### src/rtl/inst_fetch.sv
// Instruction fetch: owns the PC, fetches words over req/gnt+rvalid and hands them to decode in order.
// Latency: a word reaches decode the cycle after rvalid; with FETCH_BYPASS_EN an empty buffer forwards it the same cycle.
// Backpressure: imem_req is held low while in-flight plus buffered words would exceed DEPTH, so inst_ready=0 stalls fetch.

module inst_fetch_fifo #(
  parameter int W     = 32,
  parameter int DEPTH = 2
) (
  input  logic                         clk,
  input  logic                         rst_n,
  input  logic                         clr,
  input  logic                         push,
  input  logic [W-1:0]                 push_dat,
  input  logic                         pop,
  output logic [W-1:0]                 head_dat,
  output logic [$clog2(DEPTH+1)-1:0]   count
);
  localparam int AW = $clog2(DEPTH);
  localparam int CW = $clog2(DEPTH+1);

  logic [W-1:0]  mem [DEPTH];
  logic [AW-1:0] wr_ptr;
  logic [AW-1:0] rd_ptr;
  logic          empty;
  logic          full;

  assign empty    = (count == '0);
  assign full     = (count == CW'(DEPTH));
  assign head_dat = mem[rd_ptr];

  always_ff @(posedge clk or negedge rst_n) begin
    if (!rst_n) begin
      wr_ptr <= '0;
      rd_ptr <= '0;
      count  <= '0;
    end else if (clr) begin
      wr_ptr <= '0;
      rd_ptr <= '0;
      count  <= '0;
    end else begin
      if (push) wr_ptr <= wr_ptr + AW'(1);
      if (pop)  rd_ptr <= rd_ptr + AW'(1);
      count <= count + CW'(push) - CW'(pop);
    end
  end

  // Storage needs no reset; pointers define what is valid.
  always_ff @(posedge clk) begin
    if (push && !clr) mem[wr_ptr] <= push_dat;
  end

`ifndef SYNTHESIS
  always_ff @(posedge clk) begin
    if (rst_n && !clr) begin
      assert (!(push && full && !pop));
      assert (!(pop && empty));
    end
  end
`endif
endmodule

module inst_fetch #(
  parameter logic [31:0] RESET_PC = 32'h0000_0000,
  parameter int          DEPTH    = 2
) (
  input  logic        CLK,
  input  logic        RST_N,
  output logic        imem_req,
  output logic [31:0] imem_addr,
  input  logic        imem_gnt,
  input  logic        imem_rvalid,
  input  logic [31:0] imem_rdata,
  input  logic        redirect_valid,
  input  logic [31:0] redirect_pc,
  output logic [31:0] INST,
  output logic [31:0] inst_pc,
  output logic        inst_valid,
  input  logic        inst_ready
);
  localparam int            CW      = $clog2(DEPTH+1);
  localparam logic [CW:0]   DEPTH_W = (CW+1)'(DEPTH);

  logic [31:0]   pc;
  logic          run;
  logic [CW-1:0] discard;
  logic [CW-1:0] tag_cnt;
  logic [CW-1:0] dat_cnt;
  logic [31:0]   tag_head;
  logic [63:0]   dat_head;
  logic          dat_empty;
  logic          fire;
  logic          drop;
  logic          bypass;
  logic          push_word;
  logic          pop_word;

  assign fire      = imem_req & imem_gnt;
  assign drop      = (discard != '0);
  assign dat_empty = (dat_cnt == '0);
  assign pop_word  = !dat_empty & inst_ready;

`ifdef FETCH_BYPASS_EN
  assign bypass = dat_empty & !drop & imem_rvalid & !redirect_valid;
`else
  assign bypass = 1'b0;
`endif

  // A bypassed word accepted by decode never enters the buffer.
  assign push_word = imem_rvalid & !drop & !redirect_valid & !(bypass & inst_ready);

  assign imem_req  = run & !redirect_valid &
                     (({1'b0, tag_cnt} + {1'b0, dat_cnt}) < DEPTH_W);
  assign imem_addr = pc;

  // Tags follow every granted request, including ones later discarded, so the head always matches rvalid.
  inst_fetch_fifo #(.W(32), .DEPTH(DEPTH)) u_tag_fifo (
    .clk      (CLK),
    .rst_n    (RST_N),
    .clr      (1'b0),
    .push     (fire),
    .push_dat (pc),
    .pop      (imem_rvalid),
    .head_dat (tag_head),
    .count    (tag_cnt)
  );

  inst_fetch_fifo #(.W(64), .DEPTH(DEPTH)) u_dat_fifo (
    .clk      (CLK),
    .rst_n    (RST_N),
    .clr      (redirect_valid),
    .push     (push_word),
    .push_dat ({tag_head, imem_rdata}),
    .pop      (pop_word),
    .head_dat (dat_head),
    .count    (dat_cnt)
  );

  always_ff @(posedge CLK or negedge RST_N) begin
    if (!RST_N) begin
      run     <= 1'b0;
      pc      <= RESET_PC;
      discard <= '0;
    end else begin
      run <= 1'b1;
      if (redirect_valid) begin
        pc      <= redirect_pc & ~32'h3;
        // Everything still in flight after this cycle's response belongs to the old path.
        discard <= tag_cnt - CW'(imem_rvalid);
      end else begin
        if (fire) pc <= pc + 32'd4;
        if (imem_rvalid && drop) discard <= discard - CW'(1);
      end
    end
  end

  always_comb begin
    inst_valid = !dat_empty | bypass;
    INST       = 32'h0;
    inst_pc    = 32'h0;
    if (!dat_empty) begin
      {inst_pc, INST} = dat_head;
    end else if (bypass) begin
      INST    = imem_rdata;
      inst_pc = tag_head;
    end
  end
endmodule

### config.mk
export PLATFORM = sky130hd
export DESIGN_NAME = inst_fetch
export DESIGN_NICKNAME = d
export VERILOG_FILES = /design/src/rtl/inst_fetch.sv
export SDC_FILE = /design/constraint.sdc
export NUM_CORES = 1
export LEC_CHECK = 0
export CAP_MARGIN = 5
export CORE_ASPECT_RATIO = 0.5
export CORE_MARGIN = 4
export CORE_UTILIZATION = 52
export CTS_BUF_LIST = sky130_fd_sc_hd__clkbuf_8 sky130_fd_sc_hd__clkbuf_16
export CTS_CLUSTER_DIAMETER = 40
export CTS_CLUSTER_SIZE = 30
export DETAILED_ROUTE_END_ITERATION = 10
export PLACE_DENSITY = 0.82
export SYNTH_ARGS = -nofsm -noshare
export SYNTH_HDL_FRONTEND = slang
export SYNTH_SLANG_ARGS = --single-unit
### constraint.sdc
create_clock -name CLK -period 6.5 [get_ports CLK]
set_input_delay 0.975 -clock CLK [delete_from_list [all_inputs] [get_ports CLK]]
set_output_delay 0.975 -clock CLK [all_outputs]
set_load 0.02 [all_outputs]
==> results.md, run 1 <==
* Status: complete, no violations
* CP Launch Type: register
* Skew-Pair Late Insertion Delay at 0.49 ns
* Clock-pin transition on the worst setup and hold timing paths at 0.08 ns
* Die W at 196.3 um
* FFs w/ async S/R, synth at 18.22%
* Vias in the first global route at 5667
* Io pins at 168
* Syn avg cell area at 14.45 um2
* CP delay by family, top: flip-flops
* P_leak at 3.893 nW
* Fin. max-slew vios at 0
* CTS Buf Count at 17
* Fin crit period at 3.699 ns
* Critical Path AT at 2.72 ns
* CP bufs+invs at 1
* RSZ-0062 raised after global routing: false
* Die ar. at 20050 um2
* Fill cells at 1196
* EDFF count, synth at 184
* Nets@finish at 872
* Highest routed metal layer: met4
* Crit path max fanout at 63
* First DRT Iteration DRCs at 423
* I/O Buffers at 161
* Hold Fails Final Rpt at 0
* Seq/Total Area, Yosys at 71.08%
* Max-capacitance violation count at 0
* Post-CTS Resized at 0
* Routed WL at 19450 um
* Worst vdd ir at 0.2073 mV
* Met2 wire length at 9374 um
* Remaining antenna violation count after routing at 0
* GRT Total Usage at 19.13%
* Area delta synth->final at 26.36%
* R2r setup slk at 3.07 ns
* Mapped Area at 9216 um2
* # clock sinks at 225
* Per-cell routed wire length at 18.71 um
* Worst reg2reg path depth at 7
* Area of the multi-input gates at 2512 um2
* Starting Density at 53.10%
* Worst r2r src: u_dat_fifo.count[0]
* Die H at 102.1 um
* Final RePlAce weighted congestion at 0.8547
* Max clock buf depth at 3
* H-tree depth at 1
* Drt pass-1 iters at 6
* Rows at 34
* FF-to-FF End: imem_addr[28]
* Period utilisation layout at 56.90%
* Hold Crit Class: reg2reg
* Critical Path End Type: output pin
* FF/Latch Area at 6555 um2
* Worst Clk Skew at 0.01996 ns
* DR vias at 5695
* Max_slew headroom at 24.11%
* Fmax at 270.4 MHz
* Synth Flop Type: edfxtp_1
* Post-CTS setup buffers at 0
* Worst Path Class, Setup: reg2out
* Total core area at 17360 um2
* Worst Tran Pin Value at 1.138 ns
* Crit-path cells: mux2i_1 > nor2_1 > clkdlybuf4s50_1
* Clock root cell: clkbuf_16
* Hold-critical path depth at 1
* Syn. warnings at 0
* DRT met1 WL at 8373 um
* Cts hold-fix bufs at 0
* Cells after DPL at 1010
* Finished Layout Cells at 1040
* Drc violations at 0
* Setup TNS at 0 ns
* #FFs+latches synth at 225
* Largest net degree at the start of global routing at 64
* Max incr delay on CP at 1.15 ns
* Hold Crit Start: u_tag_fifo.rd_ptr
* Total grt overflow at 0
* WHS Endpoint: u_tag_fifo.rd_ptr
* Met3 wire len at 1310 um
* Vias per cell at 5.476
* Post-Syn Instances at 638
* CTS tree: built
* N_diodes at 0
* PwrDens at 385.8 nW/um2
* WP data required at 5.52 ns
* Initial antenna violation count at 0
* Count of cell types in the netlist at 41
* Finish-stage setup viols at 0
* First-pass GRT wire length at 30570 um
* Share of cells above drive strength 1 at 9.305%
* Slowest CP cell: dfrtp_4
* Dpl hpwl at 12600 um
## state kept, by name, summed over array words and instances, names as in the netlist
register	cells
u_tag_fifo.count	2
imem_addr	30
u_tag_fifo.rd_ptr	1
u_dat_fifo.count	2
run	1
u_tag_fifo.wr_ptr	1
u_dat_fifo.mem	124
discard	2
u_tag_fifo.mem	60
u_dat_fifo.wr_ptr	1
u_dat_fifo.rd_ptr	1
## synthesized netlist by cell type, types with 2 or more instances
master	instances	share of area [%]
or3_1	5	0.34
and2_1	5	0.34
or4_1	15	1.2
o21ai_0	19	1.0
mux2_2	30	3.7
xor2_1	7	0.67
buf_1	7	0.29
inv_1	9	0.37
and3_1	3	0.20
dfrtp_1	41	11
ha_1	6	0.81
nor4_1	4	0.27
nor2_1	89	3.6
nand3_1	7	0.38
conb_1	2	0.081
xnor2_1	12	1.1
edfxtp_1	184	60
nor2b_1	2	0.14
o31ai_1	11	0.90
clkbuf_1	21	0.86
or2_2	2	0.14
mux2i_1	63	6.8
buf_4	4	0.33
nor3_1	12	0.65
a31oi_1	16	1.1
nand2_1	37	1.5
nand4_1	11	0.75
## how the worst max path moves through the flow
| stage | start | to | slack [ns] | depth (start not counted) |
|---|---|---|---|---|
| final | u_dat_fifo.rd_ptr | INST[10] | 2.80 | 3 |
| after global placement | redirect_valid | imem_req | 2.86 | 4 |
| after CTS | u_dat_fifo.rd_ptr | inst_pc[24] | 2.77 | 3 |
| after floorplan | redirect_valid | u_dat_fifo.mem[0][0] | 0.10 | 4 |
| after global routing | u_dat_fifo.rd_ptr | INST[7] | 2.68 | 3 |
| after detailed placement | imem_gnt | imem_addr[28] | 2.86 | 5 |
## area by class of cell
class / instances / share of cell area [%]
Clock buffer: 18 / 3.771
Clock inverter: 12 / 1.225
Inverter: 10 / 0.3223
Multi-Input combinational cell: 372 / 21.57
Sequential cell: 225 / 56.28
Tap cell: 234 / 2.514
Timing Repair Buffer: 169 / 14.31
## logic make-up after synthesis
family                   synth area share, %
multiplexers                           10.51
buffers and inverters                  1.982
XOR/XNOR                               1.806
AND/OR/NAND/NOR                        10.06
AO/OA/AOI/OAI                          3.448
adder cells (fa/ha/maj)                1.032
flip-flops                             71.08
other                                0.08149
## power by group
| part | total [mW] | switching (mW) | internal (mW) |
|---|---|---|---|
| combinational | 1.50 | 0.799 | 0.700 |
| sequential | 1.91 | 0.170 | 1.74 |
| clock | 1.08 | 0.523 | 0.560 |
| total | 4.49 | 1.49 | 3.00 |
## routing by layer
metal  vias to the layer above  global-route usage (%)
li1                       2676                       -
met1                      2785                   26.58
met2                       199                   31.95
met3                        35                   3.656
met4                         0                   4.718
met5                         -                       0
## cell usage in the layout (no fill, tap or decap), types with 8 or more instances in the layout
| cell | instances |
|---|---|
| nand4_1 | 11 |
| inv_1 | 10 |
| nor3_1 | 10 |
| a31oi_1 | 16 |
| xnor2_1 | 12 |
| edfxtp_1 | 184 |
| clkbuf_16 | 17 |
| or4_1 | 15 |
| mux2i_1 | 63 |
| nand2_1 | 37 |
| clkdlybuf4s50_1 | 160 |
| dfrtp_1 | 40 |
| o21ai_0 | 19 |
| mux2_2 | 30 |
| nor2_1 | 88 |
| o31ai_1 | 11 |
| buf_4 | 8 |
## metrics by stage
stage          hold WS, ns  util (%)  cell area [um2]  power [mW]  worst slack (ns)
6_report            0.4733     67.10            11650       4.493             2.801
5_1_grt             0.5257     67.10            11650       4.710             2.677
4_1_cts             0.4800     67.10            11650       4.535             2.772
3_5_place_dp        0.4620     63.75            11060       3.455             2.863
3_3_place_gp        0.4552     63.75            11060       3.417             2.864
2_1_floorplan       0.4566         -             9228       2.775            0.1044
Power figures use the tool's default switching activity.
==> run 2, diff against run 1 <==
CORE_UTILIZATION = 47   (was 52)
PLACE_DENSITY = 0.79   (was 0.82)
clock period = 3.3 ns   (was 6.5 ns; I/O delays follow)
==> run 2 against run 1 <==
Clock-buffer cell count rose by 5; utilization fell by 3.4 points; setup slack got worse by 2.6 ns; critical endpoint is now imem_req; largest power group unchanged.
==> results.md, run 2 (synthesized netlist as in run 1, its figures left out) <==
* Finish-stage setup viols at 0
* Status: complete, no violations
* Nets@finish at 890
* Design Power at 9.272 mW
* GRT Total Usage at 18.68%
* Most common cell after layout, fill and taps aside: edfxtp_1
* I/O Buffers at 161
* Gr busiest metal: met2
* Placement Cell Area at 11280 um2
* Clock-pin transition on the worst setup and hold timing paths at 0.07 ns
* Drt pass-1 iters at 5
* Final RePlAce weighted congestion at 0.8459
* DR vias at 5765
* M1 GR Usage at 24.97%
* Crit path max fanout at 3
* Hold Fails Final Rpt at 0
* RSZ-0062 raised after global routing: false
* Remaining antenna violation count after routing at 0
* Worst vdd ir at 0.2985 mV
* Hold Crit Class: in2async
* Dpl hpwl at 13990 um
* Commonest non-fill, non-tap cells in the layout: edfxtp_1, clkdlybuf4s50_1, nor2_1, mux2i_1, dfrtp_1
* Fin. max-slew vios at 0
* Register bank with the most flops: u_dat_fifo.mem
* Drc violations at 0
* CTS tree: built
* Die W at 206.0 um
* Max_slew headroom at 34.14%
* Routed WL at 20670 um
* Per-cell routed wire length at 19.04 um
* Max-capacitance violation count at 0
* Max clock buf depth at 3
* Post-route cell area at 11990 um2
* Worst Clk Skew at 0.01941 ns
* Die H at 107.0 um
* Initial antenna violation count at 0
* Clock root cell: clkbuf_16
* Period utilisation layout at 94.04%
* Largest net degree at the start of global routing at 42
* Skew-Pair Late Insertion Delay at 0.50 ns
* Total core area at 18830 um2
* Area delta synth->final at 30.11%
* # clock sinks at 225
* First-pass GRT wire length at 32290 um
* PwrDens at 773.2 nW/um2
* FF/Latch Area at 6555 um2
* CTS Buf Count at 20
* Rows at 35
* Post-CTS setup buffers at 0
* P_leak at 4.051 nW
* Fmax at 322.3 MHz
* Critical Path AT at 2.61 ns
* Max FFs per register at 124
* Share of cells above drive strength 1 at 11.61%
* Critical Path End Type: output pin
* N_diodes at 0
* Worst Path Class, Setup: reg2out
* Setup TNS at 0 ns
* Die ar. at 22050 um2
* Starting Density at 48.94%
* Fill cells at 1394
* Total grt overflow at 0
* Area of the multi-input gates at 2531 um2
* Fin crit period at 3.103 ns
* Met2 Use GR at 32.49%
* First DRT Iteration DRCs at 503
* H-tree depth at 1
* Vias per cell at 5.308
* Grt met3 use at 3.173%
* Cts hold-fix bufs at 0
* Vias in the first global route at 5847
* WP data required at 2.80 ns
* Worst Tran Pin Value at 0.9879 ns
* CP Launch Type: register
* Io pins at 168
run 2: cell count changes in the layout (fill, tap and decap cells not counted), sizes merged:
cell      before  now
clkinvlp       1    0
buf            9   24
clkbuf        18   23
inv           16   15
clkinv         4    7
run 2: report_power, final:
group	switching, mW	internal (mW)
logic	1.73	1.44
clock network	1.08	1.35
registers	0.250	3.43
run 2: timing repair:
action / 4_1_cts / 5_1_grt
endpoints found under the hold margin: 0 / 0
gates resized for setup: 0 / 1
endpoints found under the setup margin: 0 / 1
run 2: per-stage QoR:
stage,hold WS [ns],utilization (%),instances,setup WS (ns)
after detailed placement,0.5444,59.92,1050,0.3963
after floorplan,0.1994,-,641,0.1970
after global routing,0.2260,63.68,1086,0.05169
after CTS,0.1710,63.65,1086,0.1050
after global placement,0.5286,59.92,1050,0.4946
final,0.1478,63.68,1086,0.1968
run 2: path summary, 6_finish.rpt:
kind                                      from                end  slack (ns)  cells after the start
max                        u_dat_fifo.count[0]           imem_req        0.20                      5
min                                      RST_N      imem_addr[16]        0.15                      1
max reg2reg                u_dat_fifo.count[0]      imem_addr[30]        0.34                      7
min reg2reg                  u_tag_fifo.wr_ptr  u_tag_fifo.wr_ptr        0.56                      1
max in group asynchronous                RST_N  u_dat_fifo.rd_ptr        2.44                      1
min in group CLK                redirect_pc[3]       imem_addr[3]        0.55                      3
run 2: cell type report:
| type | count | area share, % |
|---|---|---|
| clock buffer | 23 | 4.706 |
| clock inverter | 13 | 1.148 |
| inverter | 10 | 0.3130 |
| multi-input combinational | 372 | 21.11 |
| sequential | 225 | 54.66 |
| tap | 259 | 2.702 |
| timing repair buffer | 184 | 15.36 |
run 2: layer usage:
layer | part of all wire, % | routed length, um
met1 | 42 | 8634
met2 | 51 | 10440
met3 | 5.9 | 1219
met4 | 1.8 | 378
met5 | 0 | 0
run 2: worst max-delay path, stage by stage, from the launching register on:
cell and delay, ns:
dfrtp_1 0.40, inv_1 0.08, nor2_1 0.12, fa_1 0.49, nor4b_2 0.36, clkdlybuf4s50_1 0.67
